File: src/rtl/cpu_ctrl_pkg.sv
// rtl/cpu_ctrl_pkg.sv - shared CPU control encodings for operand-B selection
package cpu_ctrl_pkg;

    // Operand-B source select encodings shared by decode and execute
    typedef enum logic [2:0] {
        SEL_REGB  = 3'b000,
        SEL_INC   = 3'b001,
        SEL_BR    = 3'b010,
        SEL_SEXT  = 3'b011,
        SEL_ZEXT  = 3'b100,
        SEL_LUI   = 3'b101,
        SEL_SHAMT = 3'b110,
        SEL_RSVD  = 3'b111
    } opb_sel_e;

    // Shift-amount field position inside the immediate
    localparam int SHAMT_LSB = 6;
    localparam int SHAMT_W   = 5;

    // Branch offsets are word-aligned
    localparam int BR_SHIFT  = 2;

endpackage

File: src/rtl/opb_skid_buffer.sv
// rtl/opb_skid_buffer.sv - two-entry registered skid buffer for the operand-B stage
module opb_skid_buffer #(
    parameter int DATA_W = 32
) (
    input  logic              clk,
    input  logic              reset_n,
    input  logic              s_tvalid,
    output logic              s_tready,
    input  logic [DATA_W-1:0] s_tdata,
    output logic              m_tvalid,
    input  logic              m_tready,
    output logic [DATA_W-1:0] m_tdata
);

    logic              r_main_valid;
    logic [DATA_W-1:0] r_main_data;
    logic              r_skid_valid;
    logic [DATA_W-1:0] r_skid_data;
    logic              r_s_tready;

    logic              w_s_xfer;
    logic              w_main_free;
    logic              w_main_valid_n;
    logic [DATA_W-1:0] w_main_data_n;
    logic              w_skid_valid_n;
    logic [DATA_W-1:0] w_skid_data_n;

    assign w_s_xfer    = s_tvalid & r_s_tready;
    // The main entry can take new data if it is empty or being drained this cycle
    assign w_main_free = ~r_main_valid | m_tready;

    // Next-state for both entries; skid is only filled while main is stalled
    always_comb begin
        w_main_valid_n = r_main_valid;
        w_main_data_n  = r_main_data;
        w_skid_valid_n = r_skid_valid;
        w_skid_data_n  = r_skid_data;
        if (w_main_free) begin
            if (r_skid_valid) begin
                // s_tready was low, so no input transfer can coincide here
                w_main_valid_n = 1'b1;
                w_main_data_n  = r_skid_data;
                w_skid_valid_n = 1'b0;
            end else if (w_s_xfer) begin
                w_main_valid_n = 1'b1;
                w_main_data_n  = s_tdata;
            end else begin
                w_main_valid_n = 1'b0;
            end
        end else if (w_s_xfer) begin
            w_skid_valid_n = 1'b1;
            w_skid_data_n  = s_tdata;
        end
    end

    // Register both entries and a ready that tracks skid occupancy
    always_ff @(posedge clk or negedge reset_n) begin
        if (!reset_n) begin
            r_main_valid <= 1'b0;
            r_main_data  <= '0;
            r_skid_valid <= 1'b0;
            r_skid_data  <= '0;
            r_s_tready   <= 1'b0;
        end else begin
            r_main_valid <= w_main_valid_n;
            r_main_data  <= w_main_data_n;
            r_skid_valid <= w_skid_valid_n;
            r_skid_data  <= w_skid_data_n;
            r_s_tready   <= ~w_skid_valid_n;
        end
    end

    assign s_tready = r_s_tready;
    assign m_tvalid = r_main_valid;
    assign m_tdata  = r_main_data;

endmodule

File: src/rtl/alu_opb_stage.sv
// rtl/alu_opb_stage.sv - operand-B select/extend stage feeding the ALU through a skid buffer
module alu_opb_stage
    import cpu_ctrl_pkg::*;
#(
    parameter int          DATA_W  = 32,
    parameter int          IMM_W   = 16,
    parameter int unsigned INC_VAL = 4
) (
    input  logic              clk,
    input  logic              reset_n,
    input  logic              in_valid,
    output logic              in_ready,
    input  logic [2:0]        sel,
    input  logic [DATA_W-1:0] reg_b,
    input  logic [IMM_W-1:0]  imm,
    output logic              out_valid,
    input  logic              out_ready,
    output logic [DATA_W-1:0] op_b,
    output logic              sel_err
);

    logic [DATA_W-1:0] w_imm_zext;
    logic [DATA_W-1:0] w_imm_sext;
    logic [DATA_W-1:0] w_op_b;
    logic              w_in_xfer;
    logic              r_sel_err;

    assign w_imm_zext = {{(DATA_W-IMM_W){1'b0}}, imm};
    assign w_imm_sext = {{(DATA_W-IMM_W){imm[IMM_W-1]}}, imm};
    assign w_in_xfer  = in_valid & in_ready;

    // Combinational operand-B selection; everything wraps to DATA_W bits
    always_comb begin
        w_op_b = '0;
        case (opb_sel_e'(sel))
            SEL_REGB:  w_op_b = reg_b;
            SEL_INC:   w_op_b = DATA_W'(INC_VAL);
            SEL_BR:    w_op_b = w_imm_sext << BR_SHIFT;
            SEL_SEXT:  w_op_b = w_imm_sext;
            SEL_ZEXT:  w_op_b = w_imm_zext;
            SEL_LUI:   w_op_b = {imm, {(DATA_W-IMM_W){1'b0}}};
            // Narrow immediates read zeros above their top bit
            SEL_SHAMT: w_op_b = {{(DATA_W-SHAMT_W){1'b0}},
                                 w_imm_zext[SHAMT_LSB+SHAMT_W-1:SHAMT_LSB]};
            SEL_RSVD:  w_op_b = '0;
            default:   w_op_b = '0;
        endcase
    end

    // Sticky flag for any accepted reserved select; cleared only by reset
    always_ff @(posedge clk or negedge reset_n) begin
        if (!reset_n) begin
            r_sel_err <= 1'b0;
        end else if (w_in_xfer && (opb_sel_e'(sel) == SEL_RSVD)) begin
            r_sel_err <= 1'b1;
        end
    end

    assign sel_err = r_sel_err;

    opb_skid_buffer #(
        .DATA_W (DATA_W)
    ) u_skid (
        .clk      (clk),
        .reset_n  (reset_n),
        .s_tvalid (in_valid),
        .s_tready (in_ready),
        .s_tdata  (w_op_b),
        .m_tvalid (out_valid),
        .m_tready (out_ready),
        .m_tdata  (op_b)
    );

endmodule

File: config.mk
export PLATFORM = sky130hd
export DESIGN_NAME = alu_opb_stage
export DESIGN_NICKNAME = d
export VERILOG_FILES = /design/src/rtl/cpu_ctrl_pkg.sv /design/src/rtl/opb_skid_buffer.sv /design/src/rtl/alu_opb_stage.sv
export SDC_FILE = /design/constraint.sdc
export NUM_CORES = 1
export LEC_CHECK = 0
export ABC_AREA = 1
export BUFFER_PORTS_ARGS = -buffer_cell sky130_fd_sc_hd__buf_2
export CAP_MARGIN = 15
export CORE_UTILIZATION = 38
export CTS_BUF_LIST = sky130_fd_sc_hd__clkbuf_4
export CTS_CLUSTER_DIAMETER = 120
export DETAILED_ROUTE_END_ITERATION = 7
export PLACE_DENSITY = 0.63
export SKIP_CTS_REPAIR_TIMING = 1
export SLEW_MARGIN = 25
export SYNTH_ARGS = -nofsm -noshare
export SYNTH_HDL_FRONTEND = slang
export SYNTH_SLANG_ARGS = --single-unit
File: constraint.sdc
create_clock -name clk -period 3.45 [get_ports clk]
set_clock_uncertainty 0.15 [all_clocks]
set_input_delay 0.1725 -clock clk [delete_from_list [all_inputs] [get_ports clk]]
set_output_delay 0.1725 -clock clk [all_outputs]
set_load 0.05 [all_outputs]
==> results.md <==
* Kind of critical path: reg2reg
* Max Transition Viols Final at 0
* Power per standard cell area at 623 nW/µm²
* Global-route wire length before repair at 16,100 µm
* Leading area contributor after synthesis: dfrtp_1
* Gate power share at 37.8%
* Unique masters post-synth at 27
* Share of the synthesized area in the top cell type at 46.2%
* Failing checks: hold timing
* Final Hold Slack at -0.0624 ns
* Total gr overflow at 0
* Setup_tns at 0 ns
* Die Y-Extent at 100 µm
* Antenna viol nets, final at 0
* Power, Total at 2780 µW
* Status: complete, but fails checks
* Starting density of the core at 39.5%
* CP bufs+invs at 2
* Crit path max-delay family: simple AND/OR/NAND/NOR gates
* Post-synth top cells: nand2_1, dfrtp_1, nor2_1
* Placed inst area at 4120 µm²
* Clock buffer depth at 2
* CTS tree: yes
* Leakage at 0.00244 µW
* Clock Power Share at 21.4%
* Drt first pass iters at 5
* CP required at 3.57 ns
* DRC Markers at 0
* Clock transition at path regs at 0.12 ns
* Row cnt at 35
* Post-synth net total at 568
* Async SR Flop Fraction at 100%
* CP Cell Sequence: inv_1 -> or2_1 -> nor2_4 -> inv_2 -> nand2_1 -> o21ai_0
* Layout Cells excl Fill at 738
* Fin crit share at 61.2%
* Synthesized instance count at 513
* Area grow syn2layout at 21.1%
* Inst Count DP at 704
* Min cycle time layout at 2.11 ns
* Post-synth EDFFs at 0
* Syn Area/Cell at 7.19 µm²
* Most common cell in the netlist: nand2_1
* Vias in the first global route at 3,384
* GRT Total Usage at 20.6%
* Clk Latency, worst-skew pair at 0.42 ns
* Num CTS Buffers at 9
* Max-cap viol count at 0
* Sequential area share after synthesis at 46.2%
* Hold Violations, Final at 6
* IO buf count at 89
* Pin count of the biggest net entering global routing at 69
* Post-route cell area at 4470 µm²
* Crit path launch type: flip-flop
* Synth warn at 0
* Worst-Margin Slew at 0.883 ns
* Synth Register Bits at 68
* Main synth FF type: dfrtp_1
* Layout Nets at 659
* Final HPWL DP at 6790 µm
* Pint at 1570 µW
* RSZ-0062 raised after global routing: no
* Crit-path slowest cell: nor2_4
* CP Data Arrival Time at 2.23 ns
* Top post-synthesis cells by area: dfrtp_1, nand2_1, nor2_1
* VDD IR max at 0.000221 V
* CP max stage delay at 0.43 ns
* Relative slew slack at 41.1%
* Final antenna diode count at 0
* Die Area at 10,100 µm²
* Total wire length at 9920 µm
* Net Sw Power at 1210 µW
* Post-Syn Area at 3690 µm²
* CP Capture Type: flip-flop
* H-tree levels at 3
* Clk sink count at 68
* DR iter-0 viols at 225
* Die W at 100 µm
* Clock root buffer: clkbuf_4
* # fillers at 1,003
* CP max FO at 43
* Share of layout cells above drive strength 1 at 20.7%
* I/O pin total at 90
* Vias at 3,629
* Core box area at 9330 µm²
* Initial antenna violation count at 1
* Detailed-route vias per instance at 4.92
* Final setup fails at 0
* Sequential share of power at 40.8%
* Drt wl/cell at 13.4 µm
* Worst hold path class: in2reg
* Routability Congestion at 0.882
* Fmax at 0.474 GHz
* Switch share at 43.5%
## tightest hold or removal path: cells and delay by family
kind                   cells  cell delay (ns)
and+or+nand+nor            4             0.23
buffers and inverters      1             0.08
## routing by layer
metal	up-vias	GRT usage, %	part of all wire (%)
met4	2	7.13	1.6
met1	1676	28.7	47
li1	1803	-	-
met3	15	3.54	7.2
met5	-	0	0.10
met2	133	32.6	44
## cells in the final DEF (no fill, tap or decap), types with 7 or more instances in the layout
cell / count
inv_1: 14
dfrtp_1: 68
nand2_1: 217
inv_2: 7
or2_0: 8
nand3_1: 30
clkbuf_4: 9
dlygate4sd3_1: 18
buf_2: 89
a21oi_1: 25
o21ai_1: 11
o21ai_0: 18
nor2_1: 57
nand4_1: 10
## path summary, 6_finish.rpt
check / slack (ns) / end / start / depth (start not counted)
worst min-delay path: -0.06 / u_skid.r_skid_data[20]$_DFFE_PN0P_ / reg_b[20] / 5
worst max register to register: 1.34 / u_skid.r_skid_data[18]$_DFFE_PN0P_ / u_skid.m_tvalid$_DFFE_PN0P_ / 6
min in group asynchronous: 0.34 / u_skid.r_skid_data[16]$_DFFE_PN0P_ / reset_n / 3
worst min register to register: 0.34 / u_skid.m_tdata[14]$_DFFE_PN0P_ / u_skid.m_tdata[14]$_DFFE_PN0P_ / 2
worst max-delay path: 1.34 / u_skid.r_skid_data[18]$_DFFE_PN0P_ / u_skid.m_tvalid$_DFFE_PN0P_ / 6
max in group asynchronous: 2.23 / u_skid.r_skid_data[10]$_DFFE_PN0P_ / reset_n / 3
## stage by stage
stage / setup slack (ns) / util (%)
5_1_grt: 1.15 / 47.9
3_5_place_dp: 1.15 / 44.2
6_report: 1.34 / 47.9
2_1_floorplan: 1.71 / -
3_3_place_gp: 1.21 / 44.2
4_1_cts: 1.12 / 45.9
## logic make-up after synthesis
| logic type | after synthesis | share of synthesized area (%) |
|---|---|---|
| AND/OR/NAND/NOR | 334 | 37.9 |
| flip-flops | 68 | 46.2 |
| AO/OA/AOI/OAI | 60 | 8.49 |
| buffers and inverters | 51 | 7.43 |
## sequential cells by signal (all words and copies together), names as in the netlist
register	cells
u_skid.r_skid_valid	1
sel_err	1
u_skid.m_tvalid	1
u_skid.s_tready	1
u_skid.r_skid_data	32
u_skid.m_tdata	32
## final cells by class
type                    count  area [µm²]  share of cell area (%)
clock buffers               9        67.6                    1.51
clock inverters             7        91.3                    2.05
inverters                  22        85.1                    1.91
multi-input cells         394        1720                    38.5
flip-flops and latches     68        1700                    38.1
well taps                 129         161                    3.61
repair buffers            109         641                    14.3
## power groups by stage
stage / clock network, µW / registers (µW) / logic [µW]
after global placement: 0 / 1150 / 1030
after floorplan: 0 / 1540 / 381
after detailed placement: 0 / 1150 / 1040
after global routing: 644 / 1170 / 1150
final: 594 / 1140 / 1050
after CTS: 610 / 1140 / 1050
Note: power is estimated with default switching activity, not from simulation.
